### src/rtl/falu_trn_sched_pkg.sv
// Shared constants for the FP transfer scheduler: tag width, TRN sub-op codes
// and FCLASS result bit positions.
package falu_trn_sched_pkg;

    localparam int FALU_TRN_TAG_W = 6;

    localparam logic [2:0] FPU_SUBOP_TRN_INT2FP = 3'd0;
    localparam logic [2:0] FPU_SUBOP_TRN_FP2INT = 3'd1;
    localparam logic [2:0] FPU_SUBOP_TRN_FCLASS = 3'd2;

    localparam int FCLASS_NEG_INF  = 0;
    localparam int FCLASS_NEG_NORM = 1;
    localparam int FCLASS_NEG_SUB  = 2;
    localparam int FCLASS_NEG_ZERO = 3;
    localparam int FCLASS_POS_ZERO = 4;
    localparam int FCLASS_POS_SUB  = 5;
    localparam int FCLASS_POS_NORM = 6;
    localparam int FCLASS_POS_INF  = 7;
    localparam int FCLASS_SNAN     = 8;
    localparam int FCLASS_QNAN     = 9;

endpackage

### src/rtl/falu_trn_sched_trn.sv
// Combinational FP transfer/classify unit: INT2FP move with NaN-boxing,
// FP2INT move with sign-fill, and FCLASS one-hot classification.
module falu_trn_sched_trn
    import falu_trn_sched_pkg::*;
(
    input  logic [63:0] operand,
    input  logic        isdouble,
    input  logic [2:0]  op,
    output logic [63:0] result
);

    logic       sign;
    logic       exp_ones;
    logic       exp_zero;
    logic       man_zero;
    logic       quiet;
    logic [9:0] cls;

    always_comb begin
        sign     = isdouble ? operand[63]       : operand[31];
        exp_ones = isdouble ? &operand[62:52]   : &operand[30:23];
        exp_zero = isdouble ? ~|operand[62:52]  : ~|operand[30:23];
        man_zero = isdouble ? ~|operand[51:0]   : ~|operand[22:0];
        quiet    = isdouble ? operand[51]       : operand[22];

        cls = '0;
        if (exp_ones) begin
            if (man_zero)   cls[sign ? FCLASS_NEG_INF : FCLASS_POS_INF] = 1'b1;
            else if (quiet) cls[FCLASS_QNAN] = 1'b1;
            else            cls[FCLASS_SNAN] = 1'b1;
        end else if (exp_zero) begin
            if (man_zero)   cls[sign ? FCLASS_NEG_ZERO : FCLASS_POS_ZERO] = 1'b1;
            else            cls[sign ? FCLASS_NEG_SUB : FCLASS_POS_SUB] = 1'b1;
        end else begin
            cls[sign ? FCLASS_NEG_NORM : FCLASS_POS_NORM] = 1'b1;
        end
    end

    always_comb begin
        result = '0;
        case (op)
            FPU_SUBOP_TRN_INT2FP: result = isdouble ? operand : {32'hFFFF_FFFF, operand[31:0]};
            FPU_SUBOP_TRN_FP2INT: result = isdouble ? operand : {{32{operand[31]}}, operand[31:0]};
            FPU_SUBOP_TRN_FCLASS: result = {54'd0, cls};
            default:              result = '0;
        endcase
    end

endmodule

### src/rtl/falu_trn_sched.sv
// Round-robin scheduler sharing one transfer/classify unit between two FP lanes,
// with a small result queue. Optional perf counters: FALU_TRN_SCHED_PERF_EN.
module falu_trn_sched
    import falu_trn_sched_pkg::*;
#(
    parameter int TAG_W    = FALU_TRN_TAG_W,
    parameter int OQ_DEPTH = 2
) (
    input  logic             CLK,
    input  logic             RST_N,
    input  logic             FLUSH,
    input  logic             REQ0_VALID,
    output logic             REQ0_READY,
    input  logic [63:0]      REQ0_OPERAND,
    input  logic             REQ0_ISDOUBLE,
    input  logic [2:0]       REQ0_OP,
    input  logic [TAG_W-1:0] REQ0_TAG,
    input  logic             REQ1_VALID,
    output logic             REQ1_READY,
    input  logic [63:0]      REQ1_OPERAND,
    input  logic             REQ1_ISDOUBLE,
    input  logic [2:0]       REQ1_OP,
    input  logic [TAG_W-1:0] REQ1_TAG,
    output logic             RES_VALID,
    input  logic             RES_READY,
    output logic [63:0]      RES_DATA,
    output logic [TAG_W-1:0] RES_TAG,
    output logic             RES_LANE
`ifdef FALU_TRN_SCHED_PERF_EN
    ,
    output logic [31:0]      PERF_GRANTS,
    output logic [31:0]      PERF_CONFLICTS,
    output logic [31:0]      PERF_STALLS
`endif
);

    localparam int PTR_W = (OQ_DEPTH > 1) ? $clog2(OQ_DEPTH) : 1;
    localparam int CNT_W = PTR_W + 1;
    localparam logic [CNT_W-1:0] DEPTH_C = CNT_W'(OQ_DEPTH);

    logic [63:0]      data_mem [OQ_DEPTH];
    logic [TAG_W-1:0] tag_mem  [OQ_DEPTH];
    logic             lane_mem [OQ_DEPTH];

    logic [PTR_W-1:0] rd_ptr_reg;
    logic [PTR_W-1:0] wr_ptr_reg;
    logic [CNT_W-1:0] count_reg;
    logic [CNT_W-1:0] count_next;
    logic             rr_ptr_reg;
    logic [63:0]      hold_data_reg;
    logic [TAG_W-1:0] hold_tag_reg;
    logic             hold_lane_reg;

    logic             pop_ok;
    logic             space;
    logic             open;
    logic             grant0;
    logic             grant1;
    logic             push;
    logic             pop;
    logic [63:0]      trn_operand;
    logic             trn_isdouble;
    logic [2:0]       trn_op;
    logic [TAG_W-1:0] trn_tag;
    logic [63:0]      trn_result;

    assign RES_VALID = (count_reg != '0);
    assign pop_ok    = RES_VALID & RES_READY;
    assign space     = (count_reg < DEPTH_C) | pop_ok;
    assign open      = RST_N & ~FLUSH & space;

    // READY is an offer based on the other lane and the pointer, never on own VALID.
    assign REQ0_READY = open & (~REQ1_VALID | ~rr_ptr_reg);
    assign REQ1_READY = open & (~REQ0_VALID |  rr_ptr_reg);
    assign grant0     = REQ0_READY & REQ0_VALID;
    assign grant1     = REQ1_READY & REQ1_VALID;
    assign push       = grant0 | grant1;
    assign pop        = pop_ok & ~FLUSH;

    assign trn_operand  = grant1 ? REQ1_OPERAND  : REQ0_OPERAND;
    assign trn_isdouble = grant1 ? REQ1_ISDOUBLE : REQ0_ISDOUBLE;
    assign trn_op       = grant1 ? REQ1_OP       : REQ0_OP;
    assign trn_tag      = grant1 ? REQ1_TAG      : REQ0_TAG;

    falu_trn_sched_trn u_trn (
        .operand  (trn_operand),
        .isdouble (trn_isdouble),
        .op       (trn_op),
        .result   (trn_result)
    );

    assign count_next = count_reg + CNT_W'(push) - CNT_W'(pop);

    always_ff @(posedge CLK) begin
        if (!RST_N) begin
            rd_ptr_reg <= '0;
            wr_ptr_reg <= '0;
            count_reg  <= '0;
            rr_ptr_reg <= 1'b0;
            for (int i = 0; i < OQ_DEPTH; i++) begin
                data_mem[i] <= '0;
                tag_mem[i]  <= '0;
                lane_mem[i] <= 1'b0;
            end
        end else if (FLUSH) begin
            rd_ptr_reg <= '0;
            wr_ptr_reg <= '0;
            count_reg  <= '0;
        end else begin
            if (push) begin
                data_mem[wr_ptr_reg] <= trn_result;
                tag_mem[wr_ptr_reg]  <= trn_tag;
                lane_mem[wr_ptr_reg] <= grant1;
                wr_ptr_reg           <= wr_ptr_reg + PTR_W'(1);
                rr_ptr_reg           <= ~grant1;
            end
            if (pop)
                rd_ptr_reg <= rd_ptr_reg + PTR_W'(1);
            count_reg <= count_next;
        end
    end

    // Last presented head is kept so RES_* holds its value once the queue empties.
    always_ff @(posedge CLK) begin
        if (!RST_N) begin
            hold_data_reg <= '0;
            hold_tag_reg  <= '0;
            hold_lane_reg <= 1'b0;
        end else if (RES_VALID) begin
            hold_data_reg <= data_mem[rd_ptr_reg];
            hold_tag_reg  <= tag_mem[rd_ptr_reg];
            hold_lane_reg <= lane_mem[rd_ptr_reg];
        end
    end

    assign RES_DATA = RES_VALID ? data_mem[rd_ptr_reg] : hold_data_reg;
    assign RES_TAG  = RES_VALID ? tag_mem[rd_ptr_reg]  : hold_tag_reg;
    assign RES_LANE = RES_VALID ? lane_mem[rd_ptr_reg] : hold_lane_reg;

`ifdef FALU_TRN_SCHED_PERF_EN
    logic [31:0] perf_grants_reg;
    logic [31:0] perf_conflicts_reg;
    logic [31:0] perf_stalls_reg;

    always_ff @(posedge CLK) begin
        if (!RST_N) begin
            perf_grants_reg    <= '0;
            perf_conflicts_reg <= '0;
            perf_stalls_reg    <= '0;
        end else begin
            if (push && perf_grants_reg != '1)
                perf_grants_reg <= perf_grants_reg + 32'd1;
            if (REQ0_VALID && REQ1_VALID && push && perf_conflicts_reg != '1)
                perf_conflicts_reg <= perf_conflicts_reg + 32'd1;
            if ((REQ0_VALID || REQ1_VALID) && !push && perf_stalls_reg != '1)
                perf_stalls_reg <= perf_stalls_reg + 32'd1;
        end
    end

    assign PERF_GRANTS    = perf_grants_reg;
    assign PERF_CONFLICTS = perf_conflicts_reg;
    assign PERF_STALLS    = perf_stalls_reg;
`endif

endmodule

### config.mk
export PLATFORM = sky130hd
export DESIGN_NAME = falu_trn_sched
export DESIGN_NICKNAME = d
export VERILOG_FILES = /design/src/rtl/falu_trn_sched_pkg.sv /design/src/rtl/falu_trn_sched_trn.sv /design/src/rtl/falu_trn_sched.sv
export SDC_FILE = /design/constraint.sdc
export NUM_CORES = 1
export LEC_CHECK = 0
export ABC_AREA = 1
export BUFFER_PORTS_ARGS = -buffer_cell sky130_fd_sc_hd__clkbuf_2
export CAP_MARGIN = 40
export CORE_MARGIN = 5
export CORE_UTILIZATION = 45
export DETAILED_ROUTE_END_ITERATION = 8
export PLACE_DENSITY_LB_ADDON = 0.2
export RECOVER_POWER = 100
export SLEW_MARGIN = 20
export SYNTH_ARGS = -nofsm -noshare
export SYNTH_HDL_FRONTEND = slang
export SYNTH_HIERARCHICAL = 1
export SYNTH_SLANG_ARGS = --single-unit
### constraint.sdc
create_clock -name CLK -period 3.5 [get_ports CLK]
set_input_delay 0.7 -clock CLK [delete_from_list [all_inputs] [get_ports CLK]]
set_output_delay 0.7 -clock CLK [all_outputs]
set_load 0.03 [all_outputs]
==> impl_results.md <==
* Fraction of layout cells with a size suffix above 1 at 14.7%
* Status: complete, but fails checks
* Ys flop type: edfxtp_1
* Crit path capture: RES_DATA[18]
* Post-synth net total at 1,668
* Total GRT Usage at 19.5%
* Fillers at 2,535
* P per Cell Area at 455 nW/um2
* Ant diodes at 0
* Die area at 29,200 um2
* Tmin final at 3.12 ns
* Chip height at 171 um
* Worst VDD drop at 302 uV
* First-pass GRT wire length at 46,300 um
* Flop-to-flop setup slack at 0.42 ns
* Total grt overflow at 0
* Slew Limit Fails at 31
* Worst slew pin tran at 1.81 ns
* DRC at 0
* Crit path max fanout at 66
* Final setup TNS at 0 ns
* Num CTS Buffers at 25
* Final nets at 1,868
* Clk_skew at 0.0203 ns
* HPWL after detailed placement at 20,300 um
* 1st-iter DRT viols at 596
* Most frequent cells in the layout: inv_1 (327), nand2_1 (277), nor2_1 (255)
* Final hold vios at 0
* Cells after synthesis at 1,512
* Drt total wl at 28,900 um
* WP data required at 2.80 ns
* Static Leak at 5.99 nW
* Critical Path AT at 2.42 ns
* Multi-input gate area at 4060 um2
* WHS at 0.467 ns
* Largest net degree at the start of global routing at 78
* Synth Register Bits at 219
* CTS hold repair buffers at 0
* Via density at 4.65
* Synth async-reset ratio at 0%
* Slew headroom at -20.7%
* Later-pin clock latency in the skew report at 0.52 ns
* H-Tree Depth at 1
* Register area at 5790 um2
* Routed Antenna Nets at 0
* Seq/Total Area, Yosys at 49.6%
* Syn avg cell area at 7.71 um2
* Initial antenna violation count at 0
* Ports at 228
* Vias at 9,607
* CTS Sinks at 219
* Commonest non-fill, non-tap cell in the layout: inv_1
* Final WS setup at 0.379 ns
* Setup Slack @ Placement at 0.157 ns
* CTS tree: done
* Reg2Reg Capture Point: data_mem[1][7]$_SDFFCE_PN0P_
* RD Place Congestion at 0.835
* Unrepaired setup endpoints after global routing: false
* Vias in the first global route at 9,062
* Clock root cell: clkbuf_16
* Max Freq at 0.320 GHz
* Worst R2R Start: rr_ptr_reg$_SDFFE_PN0P_
* Hold Path Class: flip-flop to flip-flop
* Setup bufs post-CTS at 0
* Post-DP Area at 13,100 um2
* IO buf count at 227
* Synth cell types at 35
* Reg2reg path depth at 15
* Clock transition at the registers of the reported paths at 0.06 ns
* Final worst path period share at 89.2%
* Failing checks: capacitance limit, slew limit
* Clock buffer depth at 3
* Die width at 171 um
* Fin area at 13,700 um2
* First-pass DRT Iterations at 6
* Row cnt at 59
* CP Class: flip-flop to primary output
* Wirelength per Cell at 14.0 um
* Max-cap violations at 1
* Final setup violation count at 0
* Core ar. at 25,800 um2
* Final Util at 53.1%
* Area grow syn2layout at 17.2%
* Yosys warning count at 6
* Mapped cell area at 11,700 um2
* CP Capture Type: primary output
* Max FFs per register at 128
* Initial Util at 45.3%
* Crit path launch type: flip-flop
* EDFF count, synth at 140
* CTS resizes at 0
[final cells by class]
class	count	share of cell area, %
Sequential cell	219	42.4
Clock buffer	37	5.13
Timing Repair Buffer	252	9.75
Multi-Input combinational cell	883	29.7
Inverter	331	9.09
Clock inverter	9	0.888
Tap cell	335	3.07
[cells in the mapped netlist (3+ instances only)]
cell / count / area (um2)
dfxtp_1: 79 / 1580
nor2_4: 3 / 33.8
o21ai_2: 62 / 543
buf_2: 40 / 200
o21ai_0: 122 / 611
nor2_1: 253 / 950
inv_1: 327 / 1230
nor3_1: 3 / 15.0
o21ai_1: 33 / 165
nor2_2: 3 / 18.8
edfxtp_1: 140 / 4200
inv_2: 4 / 15.0
a21oi_1: 11 / 55.1
clkbuf_1: 26 / 97.6
buf_6: 9 / 101
buf_4: 3 / 22.5
nand3_1: 12 / 60.1
or2_2: 4 / 25.0
nand2_1: 277 / 1040
and2_1: 71 / 444
nand4_1: 11 / 68.8
[worst max-delay path, stage by stage, from the launching register on]
cell      delay, ns
dfxtp_4        0.76
buf_4          0.38
nand2_1        0.07
o21ai_0        0.11
nand2_1        0.08
o21ai_0        0.13
clkbuf_1       0.35
[metal layers]
layer	vias up	GRT usage [%]	part of all wire [%]
met3	32	2.96	6.6
li1	5005	-	-
met5	-	0	0
met2	262	32.6	46
met4	0	3.93	1.6
met1	4308	27.2	45
[through the flow]
step	power, W	std cells
after CTS	0.00631	2065
after global placement	0.00368	2017
final	0.00622	2066
after global routing	0.00648	2066
after detailed placement	0.00369	2019
after floorplan	0.00342	1512
[worst min-delay path by stage]
stage                                       start                   to  slack [ns]  depth (start not counted)
after detailed placement  rd_ptr_reg$_SDFFE_PP0P_            flip-flop        0.46                          2
after global routing          lane_mem[1]$_DFF_P_  lane_mem[1]$_DFF_P_        0.50                          2
after floorplan           rd_ptr_reg$_SDFFE_PP0P_            flip-flop        0.45                          2
final                     rd_ptr_reg$_SDFFE_PP0P_            flip-flop        0.47                          2
after CTS                 rd_ptr_reg$_SDFFE_PP0P_            flip-flop        0.47                          2
after global placement        lane_mem[0]$_DFF_P_  lane_mem[0]$_DFF_P_        0.46                          2
[logic make-up (layout without fill, tap and decap cells)]
| kind of cell | after synthesis | after routing | share of synthesized area (%) |
|---|---|---|---|
| and+or+nand+nor | 644 | 644 | 23.4 |
| buffers and inverters | 410 | 629 | 14.3 |
| AOI/OAI and AO/OA | 236 | 236 | 12.4 |
| DFF | 219 | 219 | 49.6 |
| adders and majority gates | 2 | 2 | 0.215 |
| xor gates and xnor gates | 1 | 1 | 0.0751 |
[power by group]
part	internal (W)	switching, W
logic	0.000226	0.000496
registers	0.00285	0.0000286
clock network	0.00160	0.00101
No activity file was read; power rests on OpenSTA's default activity.
